[src/rtl/if_id_stage.sv]
// if_id_stage: IF/ID pipeline boundary.
// Pairs each synchronous instruction-memory read word with the fetch address
// that produced it and registers the pair, with a valid bit, toward decode.
// A 1-entry skid buffer absorbs the single in-flight fetch when ID stalls,
// and flush turns everything fetched-but-undecoded into bubbles.
// Optional build macro IF_ID_PERF_CNT_EN adds stall/flush counters and a
// simulation-only mutual-exclusion check on the response and skid valids.

`ifdef IF_ID_PERF_CNT_EN
// Simulation-only checker: a response can never land while the skid is full,
// because the fetch that would produce it was held by if_stall.
module if_id_stage_chk (
    input logic cpu_clk_50M,
    input logic cpu_rst_n,
    input logic rsp_v,
    input logic skid_v
);

    a_rsp_skid_excl: assert property (@(posedge cpu_clk_50M) disable iff (!cpu_rst_n)
        !(rsp_v && skid_v));

endmodule
`endif

module if_id_stage #(
    parameter int unsigned      ADDR_W   = 32,
    parameter int unsigned      INST_W   = 32,
    parameter logic [INST_W-1:0] NOP_INST = 32'h0000_0000
) (
    input  logic              cpu_clk_50M,
    input  logic              cpu_rst_n,
    input  logic [ADDR_W-1:0] if_pc,
    input  logic              if_ce,
    input  logic [INST_W-1:0] im_inst,
    input  logic              id_stall,
    input  logic              flush,
    output logic              if_stall,
    output logic [ADDR_W-1:0] id_pc,
    output logic [INST_W-1:0] id_inst,
    output logic              id_valid
`ifdef IF_ID_PERF_CNT_EN
    ,
    output logic [31:0]       stall_cycles,
    output logic [31:0]       flush_count
`endif
);

    typedef enum logic [0:0] {
        SKID_EMPTY = 1'b0,
        SKID_FULL  = 1'b1
    } skid_state_e;

    // Response tracking: which address the current im_inst belongs to.
    logic [ADDR_W-1:0] rsp_pc_r;
    logic              rsp_v_r;
    logic [ADDR_W-1:0] rsp_pc_s;
    logic              rsp_v_s;

    // Skid buffer.
    skid_state_e       skid_state_r;
    skid_state_e       skid_state_s;
    logic [ADDR_W-1:0] skid_pc_r;
    logic [INST_W-1:0] skid_inst_r;
    logic [ADDR_W-1:0] skid_pc_s;
    logic [INST_W-1:0] skid_inst_s;
    logic              skid_v_s;

    // ID-facing registers.
    logic [ADDR_W-1:0] id_pc_r;
    logic [INST_W-1:0] id_inst_r;
    logic              id_valid_r;
    logic [ADDR_W-1:0] id_pc_s;
    logic [INST_W-1:0] id_inst_s;
    logic              id_valid_s;

    // IF must hold its address in the very cycle decode refuses an instruction.
    assign if_stall = id_stall;
    assign skid_v_s = (skid_state_r == SKID_FULL);

    assign id_pc    = id_pc_r;
    assign id_inst  = id_inst_r;
    assign id_valid = id_valid_r;

    // State register for response tracking, skid FSM and ID outputs.
    always_ff @(posedge cpu_clk_50M) begin
        if (!cpu_rst_n) begin
            rsp_pc_r     <= {ADDR_W{1'b0}};
            rsp_v_r      <= 1'b0;
            skid_state_r <= SKID_EMPTY;
            skid_pc_r    <= {ADDR_W{1'b0}};
            skid_inst_r  <= NOP_INST;
            id_pc_r      <= {ADDR_W{1'b0}};
            id_inst_r    <= NOP_INST;
            id_valid_r   <= 1'b0;
        end else begin
            rsp_pc_r     <= rsp_pc_s;
            rsp_v_r      <= rsp_v_s;
            skid_state_r <= skid_state_s;
            skid_pc_r    <= skid_pc_s;
            skid_inst_r  <= skid_inst_s;
            id_pc_r      <= id_pc_s;
            id_inst_r    <= id_inst_s;
            id_valid_r   <= id_valid_s;
        end
    end

    // Next-state: flush beats stall, stall beats skid drain, else pass-through.
    always_comb begin
        rsp_pc_s     = if_pc;
        rsp_v_s      = if_ce & ~if_stall & ~flush;
        skid_state_s = skid_state_r;
        skid_pc_s    = skid_pc_r;
        skid_inst_s  = skid_inst_r;
        id_pc_s      = id_pc_r;
        id_inst_s    = id_inst_r;
        id_valid_s   = id_valid_r;

        if (flush) begin
            // Drop everything in flight; id_pc keeps its last value.
            id_valid_s   = 1'b0;
            id_inst_s    = NOP_INST;
            skid_state_s = SKID_EMPTY;
        end else if (id_stall) begin
            // ID holds; park the one in-flight response if it arrives now.
            case (skid_state_r)
                SKID_EMPTY: begin
                    if (rsp_v_r) begin
                        skid_pc_s    = rsp_pc_r;
                        skid_inst_s  = im_inst;
                        skid_state_s = SKID_FULL;
                    end else begin
                        skid_state_s = SKID_EMPTY;
                    end
                end
                SKID_FULL: begin
                    skid_state_s = SKID_FULL;
                end
                default: begin
                    skid_state_s = SKID_EMPTY;
                end
            endcase
        end else begin
            case (skid_state_r)
                SKID_FULL: begin
                    // Parked instruction goes first; no new response exists yet.
                    id_pc_s      = skid_pc_r;
                    id_inst_s    = skid_inst_r;
                    id_valid_s   = 1'b1;
                    skid_state_s = SKID_EMPTY;
                end
                SKID_EMPTY: begin
                    if (rsp_v_r) begin
                        id_pc_s    = rsp_pc_r;
                        id_inst_s  = im_inst;
                        id_valid_s = 1'b1;
                    end else begin
                        id_valid_s = 1'b0;
                        id_inst_s  = NOP_INST;
                    end
                end
                default: begin
                    skid_state_s = SKID_EMPTY;
                    id_valid_s   = 1'b0;
                    id_inst_s    = NOP_INST;
                end
            endcase
        end
    end

`ifdef IF_ID_PERF_CNT_EN
    logic [31:0] stall_cycles_r;
    logic [31:0] flush_count_r;

    assign stall_cycles = stall_cycles_r;
    assign flush_count  = flush_count_r;

    // Free-running wrap-around counters of stalled and flushed edges.
    always_ff @(posedge cpu_clk_50M) begin
        if (!cpu_rst_n) begin
            stall_cycles_r <= 32'd0;
            flush_count_r  <= 32'd0;
        end else begin
            if (id_stall && !flush) begin
                stall_cycles_r <= stall_cycles_r + 32'd1;
            end
            if (flush) begin
                flush_count_r <= flush_count_r + 32'd1;
            end
        end
    end

    if_id_stage_chk u_chk (
        .cpu_clk_50M (cpu_clk_50M),
        .cpu_rst_n   (cpu_rst_n),
        .rsp_v       (rsp_v_r),
        .skid_v      (skid_v_s)
    );
`endif

endmodule

[config.mk]
export PLATFORM = sky130hd
export DESIGN_NAME = if_id_stage
export DESIGN_NICKNAME = d
export VERILOG_FILES = /design/src/rtl/if_id_stage.sv
export SDC_FILE = /design/constraint.sdc
export NUM_CORES = 1
export LEC_CHECK = 0
export BUFFER_PORTS_ARGS = -buffer_cell sky130_fd_sc_hd__clkbuf_2
export CAP_MARGIN = 20
export CORE_MARGIN = 8
export CORE_UTILIZATION = 35
export DETAILED_ROUTE_END_ITERATION = 8
export GPL_TIMING_DRIVEN = 0
export PLACE_DENSITY = 0.57
export SLEW_MARGIN = 30
export SYNTH_ARGS = -nofsm -noshare
export SYNTH_HDL_FRONTEND = slang
export SYNTH_SLANG_ARGS = --single-unit
[constraint.sdc]
create_clock -name cpu_clk_50M -period 1.9 [get_ports cpu_clk_50M]
set_input_delay 0.38 -clock cpu_clk_50M [delete_from_list [all_inputs] [get_ports cpu_clk_50M]]
set_output_delay 0.38 -clock cpu_clk_50M [all_outputs]
set_load 0.02 [all_outputs]
## Yosys cells after proc, flatten, opt, wreduce, memory -nomap -nowiden

Index checks and enable logic that the tools add are counted.

- $add $sub $neg: 0
- Multiply operators: 0
- Div/mod/pow operators: 0
- Magnitude comparators: 0
- Equality and inequality tests: 1
- Shift operators: 0
- Mux-type cells: 6
- Bitwise gates (word level): 6
- Reduce and logical (&&, ||, !) cells: 4

Operators by type and width:

| operator | count |
|---|---|
| case mux 32 bit (2 select lines) | 2 |
| 2-to-1 mux 32 bit | 2 |
| inverter 1 bit | 4 |
| AND reduction 4 bit | 1 |
| AND reduction 3 bit | 1 |
| OR reduction 3 bit | 1 |
| bitwise AND 1 bit | 2 |
| inequality test 2 bit, second input constant | 1 |
| case mux 1 bit (2 select lines) | 1 |
| OR reduction 2 bit | 1 |
| 2-to-1 mux 1 bit | 1 |

- Bits in registers: 163
- Bits in latches: 0
- Memory bits (writable): 0
- Memory bits (read-only): 0
- Input bits: 69
- Word-level logic and storage cells: 25
- Memories kept: 0

## Depth between registers and ports, before layout

Gate-level depths: netlist of the first run.

- Depth in word-level cells: 3
- Gate-level depth with buffers: 6
- Depth with buffers taken out: 3

## Least setup slack after synthesis of the first run

OpenSTA, ideal clock, no wires.

- Path kind: flip-flop to flip-flop
- Start: reg skid_state_r
- End: reg id_pc_r[10] (netlist: id_pc[10])
- Setup time: 116 ps
- Arrival: 1216 ps
- Required time: 1784 ps
- Setup slack: 568 ps
- Cell stages (with the launch flop): 7
- Clock period less this slack: 1332 ps
- Cell sequence: dfxtp_1 or2_1 buf_6 and2_1 buf_6 buf_6 o211a_1

- Longest elaborated chain between the ends: 3

RTL lines:

| item | RTL line | source |
|---|---|---|
| start, declared | 60 | `skid_state_e skid_state_r;` |
| start signal, assigned | 98 | `skid_state_r <= skid_state_s;` |
| inverter 1 bit (no line) | n/a |  |
| inequality test 2 bit (no line) | n/a |  |
| AND reduction 3 bit (no line) | n/a |  |
| end signal, assigned | 92 | `id_pc_r <= {ADDR_W{1'b0}};` |
| end signal, assigned | 101 | `id_pc_r <= id_pc_s;` |
| end, declared | 69 | `logic [ADDR_W-1:0] id_pc_r;` |

Several ways; a longest one is shown, not always the timed one.
A chain may end at the register's enable or synchronous reset.

## Final worst setup path of the first run

- Start: reg skid_state_r
- End: reg id_pc_r[11] (netlist: id_pc[11])

Same word-level chain as after synthesis.

==> results of run 1 <==
[cell type report]
class / instances / area share [%]
clock inverters: 8 / 1.60
repair buffers: 134 / 8.66
clock buffers: 24 / 6.35
multi-input cells: 427 / 34.1
plain buffers: 54 / 3.54
flip-flops and latches: 163 / 42.2
well taps: 225 / 3.64
[cells by family (layout without fill, tap and decap cells)]
logic type | Yosys count | in the layout | share of synthesized area, %
AND/OR/NAND/NOR | 235 | 235 | 16.8
flip-flops | 163 | 163 | 52.9
AO/OA/AOI/OAI | 128 | 128 | 15.6
multiplexers | 64 | 64 | 10.4
buffers and inverters | 54 | 220 | 4.44
[registers in the layout (all words and copies together), names as in the netlist]
register	flops
skid_pc_r	32
rsp_v_r	1
id_pc	32
skid_inst_r	32
skid_state_r	1
id_valid	1
rsp_pc_r	32
id_inst	32
[power groups by stage]
stage	logic (mW)	clock network, mW	registers [mW]
2_1_floorplan	0.177	0	3.59
3_3_place_gp	0.352	0	3.58
3_5_place_dp	0.352	0	3.58
4_1_cts	0.354	3.64	3.50
5_1_grt	0.385	3.78	3.51
6_report	0.345	3.54	3.51
[worst max-delay path, stage by stage (launching register included)]
cell and delay (ps):
sky130_fd_sc_hd__dfxtp_1 350, sky130_fd_sc_hd__buf_2 300, sky130_fd_sc_hd__buf_4 280, sky130_fd_sc_hd__mux2i_1 210, sky130_fd_sc_hd__nand3_1 150, sky130_fd_sc_hd__o211a_1 190
[routing by layer]
metal / up-vias / part of all wire [%] / GRT usage [%]
li1: 2481 / - / -
met1: 2140 / 49 / 18.5
met2: 106 / 44 / 22.7
met3: 10 / 5.9 / 5.13
met4: 0 / 0.70 / 4.14
met5: - / 0 / 0
[worst paths after layout]
check | cells past startpoint | to
max | 5 | id_pc[11]
min | 2 | rsp_pc_r[25]
max reg2reg | 5 | id_pc[11]
min reg2reg | 2 | id_inst[15]
[cells in the final DEF (no fill, tap or decap), types with 2 or more instances in the layout]
cell,Yosys,layout
sky130_fd_sc_hd__a21boi_1,64,64
sky130_fd_sc_hd__and2_1,34,34
sky130_fd_sc_hd__buf_1,6,6
sky130_fd_sc_hd__buf_2,15,15
sky130_fd_sc_hd__buf_4,4,4
sky130_fd_sc_hd__buf_6,5,5
sky130_fd_sc_hd__bufinv_16,0,3
sky130_fd_sc_hd__clkbuf_1,24,27
sky130_fd_sc_hd__clkbuf_16,0,17
sky130_fd_sc_hd__clkbuf_2,0,134
sky130_fd_sc_hd__clkbuf_8,0,4
sky130_fd_sc_hd__clkinv_2,0,2
sky130_fd_sc_hd__clkinvlp_4,0,2
sky130_fd_sc_hd__dfxtp_1,163,163
sky130_fd_sc_hd__mux2i_1,64,64
sky130_fd_sc_hd__nand2_1,162,162
sky130_fd_sc_hd__nand3_1,33,33
sky130_fd_sc_hd__o211a_1,32,32
sky130_fd_sc_hd__o21ai_1,32,32
[stage by stage]
stage	instance area, sq um	power [mW]	hold slack (ps)
after floorplan	6170	3.77	430
after global placement	7130	3.93	429
after detailed placement	7130	3.93	437
after CTS	7740	7.49	137
after global routing	7740	7.68	146
final	7740	7.39	161
==> load_flow_metrics.sql, run 1 <==
INSERT INTO impl_metrics (metric_group, metric, value, unit) VALUES
('run_status', 'status', 'complete, no violations', ''),
('synthesis', 'synth.avg_cell_area', '9.59', 'sq um'),
('synthesis', 'cell_taking_the_most_area_after_synthesis', 'sky130_fd_sc_hd__dfxtp_1', ''),
('pwr', 'pwr-share-clk', '47.9', '%'),
('synthesis', 'yosys.cell_count.top_type', 'sky130_fd_sc_hd__dfxtp_1', ''),
('worst_setup_path', 'rrSetupSlack', '310', 'ps'),
('die', 'chipHeight', '149', 'um'),
('sta', 'slew_violations', '0', ''),
('sta', 'fmaxAchievable', '628', 'MHz'),
('pwr', 'power_frac_comb', '4.7', '%'),
('clocking', 'clockBufferDepth', '2', ''),
('sta', 'setup_violations', '0', ''),
('clocking', 'post-cts-setup-buffer-count', '0', ''),
('sta', 'timing.clock.skew', '7.76', 'ps'),
('die', 'die_wd', '149', 'um'),
('hold_path', 'hp-start', 'if_pc[25]', ''),
('layout', 'synth_to_layout_area_growth', '25.4', '%'),
('placed_design', 'final_gp_congestion', '0.728', ''),
('die', 'core', '17300', 'sq um'),
('synthesis', 'yosys_register_bits', '163', ''),
('worst_setup_path', 'critical_path_arrival', '1900', 'ps'),
('worst_setup_path', 'critPathLaunch', 'skid_state_r', ''),
('sta', 'fin_crit', '1590', 'ps'),
('worst_setup_path', 'path_class', 'register to register', ''),
('worst_setup_path', 'worstPathMaxFanout', '10', ''),
('clocking', 'worstSkewPairLatency', '420', 'ps'),
('clocking', 'tritoncts_clock_tree', 'done', ''),
('synthesis', 'synth_top_cell_area_share', '52.9', '%'),
('clocking', 'root_buffer', 'sky130_fd_sc_hd__clkbuf_16', ''),
('placed_design', 'placed_cells_incl_taps', '1003', ''),
('layout', 'stdcell_count', '1035', ''),
('synthesis', 'synthDistinctLibCells', '19', ''),
('global_route', 'number_of_antenna_violations_at_the_first_check_in_global_routing', '0', ''),
('detailed_routing', 'detailedRoute.firstPassIterationCount', '5', ''),
('sta', 'portion_of_the_clock_cycle_consumed_by_the_worst_path_in_the_final_layout', '83.9', '%'),
('synthesis', 'asyncSetResetFlopFracSynth', '0', '%'),
('layout', 'antenna_cells_inserted', '0', ''),
('flow_run', 'maxCapViolCount', '0', ''),
('synthesis', 'synthFlopType', 'sky130_fd_sc_hd__dfxtp_1', ''),
('synthesis', 'synth.yosys.warnings', '0', ''),
('placed_design', 'preCtsSetupSlack', '109', 'ps'),
('hold_path', 'class_of_the_tightest_hold_or_removal_check', 'primary input to register', ''),
('sta', 'worst_pin_slew', '526', 'ps'),
('pwr', 'seqPwrFrac', '47.4', '%'),
('worst_setup_path', 'critical_path.startpoint_type', 'register', ''),
('clocking', 'clock-sinks', '163', ''),
('worst_setup_path', 'crit-reg2reg-launch', 'skid_state_r', ''),
('synthesis', 'syn_inst', '644', ''),
('placed_design', 'portBuffers', '134', ''),
('pwr', 'leakage', '3.36', 'nW'),
('pwr', 'vdd_ir_drop_max', '740', 'uV'),
('sta', 'layout_setup_ws', '307', 'ps'),
('layout', 'multi_input_area', '2640', 'sq um'),
('layout', 'n_fill_cell', '1770', ''),
('die', 'floorplan.io_pins', '135', ''),
('layout', 'design.final.nets', '866', ''),
('sta', 'relSlewSlack', '65.0', '%'),
('worst_setup_path', 'required', '2210', 'ps'),
('sta', 'grt_setup_unrepaired', 'false', ''),
('die', 'dieArea', '22100', 'sq um'),
('global_route', 'gr_overflow_total', '0', ''),
('clocking', 'ctsHoldBuffers', '0', ''),
('detailed_routing', 'route.detailed.drc', '0', ''),
('detailed_routing', 'ant_nets', '0', ''),
('pwr', 'power.density', '955', 'nW/um^2'),
('global_route', 'first_global_vias', '4888', ''),
('layout', 'sequential_cell_area', '3260', 'sq um'),
('detailed_routing', 'route.detailed.wl_per_inst', '15.0', 'um'),
('pwr', 'net-switching-power', '1.55', 'mW'),
('layout', 'drive_gt1_share', '23.2', '%'),
('synthesis', 'synthTopCellsByArea', 'sky130_fd_sc_hd__dfxtp_1 (53%), sky130_fd_sc_hd__mux2i_1 (10%), sky130_fd_sc_hd__nand2_1 (9.9%), sky130_fd_sc_hd__a21boi_1 (7.8%), sky130_fd_sc_hd__o211a_1 (5.2%)', '');
(Power assumes the default switching activity.)
==> run 2, diff against run 1 <==
Settings changed: ABC_AREA from default to 1, PLACE_DENSITY 0.57 to 0.56.
Clock period 1.9 ns to 1.6 ns, I/O delays scaled along.
==> run 2 against run 1 <==
Against the previous run:
- combinational power up 48%
- non-clock buffer count up 2
- sequential power up 19%
- critical path type unchanged
- critical endpoint is now id_inst[15]
- highest routed layer unchanged
==> load_flow_metrics.sql, run 2 <==
INSERT INTO impl_metrics (metric_group, metric, value, unit) VALUES
('detailed_routing', 'route.detailed.wl_per_inst', '13.3', 'um'),
('die', 'die_wd', '151', 'um'),
('layout', 'design.final.nets', '1117', ''),
('global_route', 'grt.total_usage', '15.6', '%'),
('placed_design', 'hpwl', '12200', 'um'),
('synthesis', 'syn-num-nets', '965', ''),
('die', 'core', '18000', 'sq um'),
('clocking', 'post-cts-setup-buffer-count', '0', ''),
('placed_design', 'final_gp_congestion', '0.762', ''),
('sta', 'timing.clock.skew', '12.2', 'ps'),
('layout', 'synth_to_layout_area_growth', '24.9', '%'),
('synthesis', 'asyncSetResetFlopFracSynth', '0', '%'),
('sta', 'finalHoldViolCount', '0', ''),
('layout', 'drive_gt1_share', '22.9', '%'),
('synthesis', 'synth.yosys.warnings', '0', ''),
('hold_path', 'worst_hold_path.num_cells', '3', ''),
('hold_path', 'class_of_the_tightest_hold_or_removal_check', 'primary input to register', ''),
('placed_design', 'placed_cells_incl_taps', '1258', ''),
('clocking', 'clock-sinks', '163', ''),
('die', 'floorplan.io_pins', '135', ''),
('flow_run', 'maxCapViolCount', '0', ''),
('synthesis', 'portion_of_the_post_synthesis_area_used_by_sequential_elements', '50.8', '%'),
('global_route', 'grt_max_degree', '17', ''),
('synthesis', 'number_of_enable_type_register_cells_in_the_synthesized_netlist', '0', ''),
('layout', 'stdcell_count', '1291', ''),
('synthesis', 'mappedNetlistArea', '6420', 'sq um'),
('sta', 'fin_crit', '1320', 'ps'),
('global_route', 'number_of_antenna_violations_at_the_first_check_in_global_routing', '1', ''),
('clocking', 'clkSlewWorstSetupHoldPaths', '60', 'ps'),
('clocking', 'worstSkewPairLatency', '420', 'ps'),
('sta', 'setup_violations', '0', ''),
('pwr', 'power_frac_comb', '5.6', '%'),
('worst_setup_path', 'critical_path.startpoint_type', 'register', ''),
('pwr', 'seqPwrFrac', '46.0', '%'),
('sta', 'relSlewSlack', '65.6', '%'),
('worst_setup_path', 'path_class', 'register to register', ''),
('synthesis', 'synth.avg_cell_area', '7.17', 'sq um'),
('layout', 'commonest_non_fill_non_tap_cell_in_the_layout', 'sky130_fd_sc_hd__nand2_1', ''),
('layout', 'layout.cells.most_common_list', 'sky130_fd_sc_hd__nand2_1 (232), sky130_fd_sc_hd__nor2_1 (197), sky130_fd_sc_hd__dfxtp_1 (163), sky130_fd_sc_hd__clkbuf_2 (136), sky130_fd_sc_hd__o21ai_1 (86)', ''),
('sta', 'worst_pin_slew', '516', 'ps'),
('placed_design', 'portBuffers', '133', ''),
('clocking', 'tritoncts.num_buffers', '17', ''),
('synthesis', 'synth_common_cells', 'sky130_fd_sc_hd__nand2_1 (232), sky130_fd_sc_hd__nor2_1 (197), sky130_fd_sc_hd__dfxtp_1 (163)', ''),
('synthesis', 'cell_taking_the_most_area_after_synthesis', 'sky130_fd_sc_hd__dfxtp_1', ''),
('clocking', 'cts_resized', '0', ''),
('die', 'chipHeight', '151', 'um'),
('detailed_routing', 'ant_nets', '0', ''),
('sta', 'fin_tns_setup', '0', 'ps'),
('sta', 'portion_of_the_clock_cycle_consumed_by_the_worst_path_in_the_final_layout', '82.3', '%'),
('detailed_routing', 'vias_per_cell', '4.39', ''),
('die', 'dieArea', '22900', 'sq um'),
('synthesis', 'synthTopCellsByArea', 'sky130_fd_sc_hd__dfxtp_1 (51%), sky130_fd_sc_hd__nand2_1 (14%), sky130_fd_sc_hd__nor2_1 (12%), sky130_fd_sc_hd__o21ai_1 (6.7%), sky130_fd_sc_hd__inv_1 (3.9%)', ''),
('worst_setup_path', 'required', '1900', 'ps'),
('detailed_routing', 'via_count', '5662', ''),
('sta', 'fin_worst_hold_slack', '74.2', 'ps'),
('clocking', 'tritoncts_clock_tree', 'done', ''),
('detailed_routing', 'drt-total-wl', '17200', 'um'),
('worst_setup_path', 'critical_path_arrival', '1620', 'ps'),
('die', 'initial_core_util', '35.8', '%'),
('global_route', 'grt_first_pass_wirelength', '27800', 'um'),
('global_route', 'gr_overflow_total', '0', ''),
('pwr', 'leakage', '4.11', 'nW'),
('run_status', 'status', 'complete, no violations', ''),
('pwr', 'vdd_ir_drop_max', '706', 'uV'),
('detailed_routing', 'drt_first_iter_violations', '391', ''),
('sta', 'slew_violations', '0', ''),
('synthesis', 'synthDistinctLibCells', '19', ''),
('synthesis', 'synth_top_cell_area_share', '50.8', '%'),
('worst_setup_path', 'reg2regPathDepth', '5', ''),
('synthesis', 'yosys_register_bits', '163', ''),
('sta', 'fmaxAchievable', '760', 'MHz'),
('pwr', 'total_power', '9.09', 'mW'),
('worst_setup_path', 'cp_peak_stage_delay', '320', 'ps'),
('detailed_routing', 'detailedRoute.firstPassIterationCount', '4', ''),
('pwr', 'pwr-share-clk', '48.4', '%'),
('pwr', 'swShare', '22.0', '%'),
('synthesis', 'yosys.cell_count.top_type', 'sky130_fd_sc_hd__nand2_1', ''),
('worst_setup_path', 'worstPathMaxFanout', '10', ''),
('global_route', 'first_global_vias', '5432', ''),
('clocking', 'clockBufferDepth', '2', ''),
('die', 'fp-row-count', '49', ''),
('detailed_routing', 'route.detailed.drc', '0', ''),
('clocking', 'root_buffer', 'sky130_fd_sc_hd__clkbuf_16', ''),
('clocking', 'ctsHoldBuffers', '0', ''),
('pwr', 'net-switching-power', '2.00', 'mW'),
('worst_setup_path', 'critical_path.slowest_cell', 'sky130_fd_sc_hd__dfxtp_1', ''),
('pwr', 'p_int', '7.09', 'mW'),
('worst_setup_path', 'cp_cell_sequence', 'buf_2, clkbuf_2, or2_2, o21ai_0, o21ai_1', ''),
('synthesis', 'syn_inst', '896', ''),
('clocking', 'htreeDepth', '4', ''),
('sta', 'grt_setup_unrepaired', 'false', ''),
('synthesis', 'synthFlopType', 'sky130_fd_sc_hd__dfxtp_1', ''),
('pwr', 'power.density', '1130', 'nW/um^2'),
('worst_setup_path', 'crit_path_end_kind', 'register', '');
==> run 2: cell count changes after synthesis, sizes merged, moves of 23 or more <==
cell	change
a21boi	-64
and2	-34
inv	+71
mux2i	-64
nand2	+73
nor2	+196
o211a	-32
o21ai	+80
or2	+23
==> run 2: final timing paths <==
| kind | startpoint | endpoint | slack, ps |
|---|---|---|---|
| setup / recovery | skid_state_r | id_inst[15] | 280 |
| hold / removal | if_pc[20] | rsp_pc_r[20] | 70 |
| setup reg to reg | skid_state_r | id_inst[15] | 280 |
| hold reg to reg | id_inst[27] | id_inst[27] | 470 |
==> run 2: cell type report <==
type / count / area, sq um
well taps: 229 / 287
repair buffers: 133 / 666
flip-flops and latches: 163 / 3260
diodes: 1 / 2.50
inverters: 72 / 272
fillers: 1897 / 9940
clock inverters: 11 / 174
clock buffers: 21 / 470
plain buffers: 57 / 340
multi-input cells: 604 / 2550
==> run 2: critical path, delay by kind of cell (launching register included) <==
| kind | cells | cell delay (ps) |
|---|---|---|
| simple gates | 1 | 290 |
| compound gates | 2 | 180 |
| buf+inv | 2 | 410 |
| flops | 1 | 320 |
==> run 2: layer usage <==
metal / routed length, um / track usage (%) / vias to the layer above
met4: 151 / 4.85 / 0
met2: 8060 / 25.3 / 112
met5: 0 / 0 / -
met3: 916 / 3.92 / 11
li1: - / - / 3040
met1: 8090 / 20.0 / 2499
==> run 2: per-stage QoR <==
stage	utilization [%]	setup slack (ps)	instance area, sq um
final	44.7	284	8020
after global routing	44.6	157	8020
after CTS	44.6	276	8020
after detailed placement	41.1	107	7370
after global placement	41.1	99.4	7370
after floorplan	-	483	6420
==> run 2: cells by family after synthesis <==
family                 synth area share, %
DFF                                   50.8
and+or+nand+nor                       30.9
buffers and inverters                 9.53
AOI/OAI and AO/OA                     8.73
==> run 2: power groups by stage <==
| stage | clock, mW | combinational (mW) | sequential [mW] |
|---|---|---|---|
| CTS | 4.51 | 0.517 | 4.18 |
| global route | 4.69 | 0.584 | 4.19 |
| global placement | 0 | 0.513 | 4.27 |
| floorplan | 0 | 0.298 | 4.28 |
| detailed placement | 0 | 0.515 | 4.27 |
| finish | 4.40 | 0.511 | 4.18 |
==> run 3, diff against run 2 <==
Settings changed: ABC_AREA 1 to 0, PLACE_DENSITY 0.56 to 0.59.
Clock period 1.6 ns to 1.2 ns, I/O delays scaled along.
==> run 3 against run 2 <==
Against the previous run:
- the run now ends with negative setup slack left
- via count fell by 11%
- first-iteration DRC count down 40%
- routed wire length shrank 1.8%
- worst setup slack lost 450 ps
- hold slack lost 55 ps
- fmax is 3.5% lower
- flip-flop and latch count stayed put
- critical path type unchanged
- largest cell class unchanged
==> load_flow_metrics.sql, run 3 (same netlist as run 1, synthesis figures left out) <==
INSERT INTO impl_metrics (metric_group, metric, value, unit) VALUES
('detailed_routing', 'ant_nets', '0', ''),
('detailed_routing', 'route.detailed.wl_per_inst', '16.1', 'um'),
('layout', 'commonest_non_fill_non_tap_cell_in_the_layout', 'sky130_fd_sc_hd__dfxtp_1', ''),
('global_route', 'grt_max_degree', '17', ''),
('pwr', 'power.density', '1350', 'nW/um^2'),
('sta', 'fin_crit', '1360', 'ps'),
('die', 'core', '17300', 'sq um'),
('global_route', 'grt.total_usage', '14.8', '%'),
('placed_design', 'portBuffers', '134', ''),
('global_route', 'number_of_antenna_violations_at_the_first_check_in_global_routing', '0', ''),
('clocking', 'htreeDepth', '4', ''),
('run_status', 'violations', 'negative setup slack', ''),
('detailed_routing', 'route.detailed.drc', '0', ''),
('sta', 'worst_pin_slew', '537', 'ps'),
('worst_setup_path', 'required', '1540', 'ps'),
('worst_setup_path', 'worstPathMaxFanout', '8', ''),
('pwr', 'vdd_ir_drop_max', '945', 'uV'),
('detailed_routing', 'detailedRoute.firstPassIterationCount', '6', ''),
('clocking', 'clockBufferDepth', '2', ''),
('sta', 'grt_setup_unrepaired', 'true', ''),
('global_route', 'gr_overflow_total', '0', ''),
('sta', 'relSlewSlack', '64.2', '%'),
('clocking', 'root_buffer', 'sky130_fd_sc_hd__clkbuf_16', ''),
('layout', 'sequential_cell_area', '3280', 'sq um'),
('layout', 'multi_input_area', '3030', 'sq um'),
('run_status', 'status', 'finished, violations left', ''),
('die', 'fp-row-count', '48', ''),
('die', 'floorplan.io_pins', '135', ''),
('worst_setup_path', 'reg2regPathDepth', '5', ''),
('die', 'dieArea', '22100', 'sq um'),
('global_route', 'grt_first_pass_wirelength', '26100', 'um'),
('layout', 'drive_gt1_share', '38.0', '%'),
('layout', 'n_fill_cell', '1657', ''),
('placed_design', 'preCtsSetupSlack', '-460', 'ps'),
('die', 'initial_core_util', '35.7', '%'),
('hold_path', 'worst_hold_path.num_cells', '2', ''),
('clocking', 'clock-sinks', '163', ''),
('sta', 'portion_of_the_clock_cycle_consumed_by_the_worst_path_in_the_final_layout', '114', '%'),
('placed_design', 'hpwl', '11100', 'um'),
('worst_setup_path', 'critical_path.startpoint_type', 'register', ''),
('sta', 'fmaxAchievable', '733', 'MHz'),
('detailed_routing', 'drt_first_iter_violations', '236', ''),
('sta', 'slew_violations', '0', ''),
('worst_setup_path', 'critical_path_arrival', '1710', 'ps'),
('worst_setup_path', 'path_class', 'register to register', ''),
('pwr', 'leakage', '3.87', 'nW'),
('die', 'die_wd', '149', 'um'),
('clocking', 'tritoncts.num_buffers', '17', ''),
('detailed_routing', 'via_count', '5031', ''),
('layout', 'antenna_cells_inserted', '0', ''),
('layout', 'design.final.nets', '884', ''),
('placed_design', 'final_gp_congestion', '0.724', ''),
('sta', 'finalHoldViolCount', '0', ''),
('sta', 'layout_setup_ws', '-164', 'ps'),
('sta', 'setup_violations', '126', ''),
('sta', 'timing.clock.skew', '7.37', 'ps'),
('global_route', 'first_global_vias', '5018', ''),
('clocking', 'clkSlewWorstSetupHoldPaths', '70', 'ps'),
('hold_path', 'class_of_the_tightest_hold_or_removal_check', 'primary input to register', ''),
('die', 'chipHeight', '149', 'um'),
('clocking', 'worstSkewPairLatency', '420', 'ps'),
('layout', 'layout.cells.most_common_list', 'sky130_fd_sc_hd__dfxtp_1 (155), sky130_fd_sc_hd__nand2_1 (141), sky130_fd_sc_hd__clkbuf_2 (92), sky130_fd_sc_hd__a21boi_1 (54), sky130_fd_sc_hd__mux2i_1 (54)', ''),
('detailed_routing', 'drt-total-wl', '16900', 'um'),
('sta', 'fin_tns_setup', '-11760', 'ps'),
('detailed_routing', 'vias_per_cell', '4.78', ''),
('clocking', 'tritoncts_clock_tree', 'done', ''),
('flow_run', 'maxCapViolCount', '0', ''),
('worst_setup_path', 'crit_path_end_kind', 'register', ''),
('layout', 'synth_to_layout_area_growth', '41.9', '%');
run 3: routing by layer:
metal	wire (um)	track usage, %	up-vias
li1	-	-	2524
met1	8140	19.4	2365
met2	7790	23.2	125
met3	806	3.88	17
met4	173	4.95	0
met5	0	0	-
run 3: what timing repair did:
item	in CTS	in global routing
pin swaps	31	39
hold endpoints to repair	0	0
gates resized for setup	90	201
hold buffers	0	0
buffers inserted	3	6
setup endpoints to repair	135	197
gates cloned	5	6
run 3: where the power goes:
group	switching, mW	leakage (nW)	internal (mW)
Combinational	0.351	2.25	0.308
Sequential	0.0592	1.33	5.50
Clock	2.23	0.288	3.39
run 3: critical path: stages (launching register included):
cell and delay, ps:
sky130_fd_sc_hd__dfxtp_4 370, sky130_fd_sc_hd__nor4bb_4 300, sky130_fd_sc_hd__buf_6 250, sky130_fd_sc_hd__clkbuf_16 180, sky130_fd_sc_hd__nand2_2 40, sky130_fd_sc_hd__a21boi_1 140
run 3: final timing paths:
check / from / end / slack, ps
worst min register to register: id_inst[6] / id_inst[6] / 440
worst max register to register: skid_state_r / skid_pc_r[26] / -160
worst max-delay path: skid_state_r / skid_pc_r[26] / -160
worst min-delay path: if_pc[22] / rsp_pc_r[22] / 20
run 3: area by class of cell:
class / instances / share of cell area (%)
flip-flops and latches: 163 / 37.4
plain buffers: 52 / 5.31
multi-input cells: 427 / 34.6
repair buffers: 154 / 12.5
well taps: 225 / 3.21
clock inverters: 12 / 1.79
clock buffers: 20 / 5.21
run 3: through the flow:
stage | area [sq um] | hold WS [ps] | power, mW | util [%] | cells
after detailed placement | 7130 | 434 | 6.23 | 41.2 | 1003
after global placement | 7130 | 430 | 6.23 | 41.2 | 1003
final | 8760 | 19.4 | 11.8 | 50.6 | 1053
after floorplan | 6180 | 367 | 5.97 | - | 644
after CTS | 8100 | 1.94 | 11.9 | 46.9 | 1042
after global routing | 8760 | 6.01 | 12.3 | 50.6 | 1053
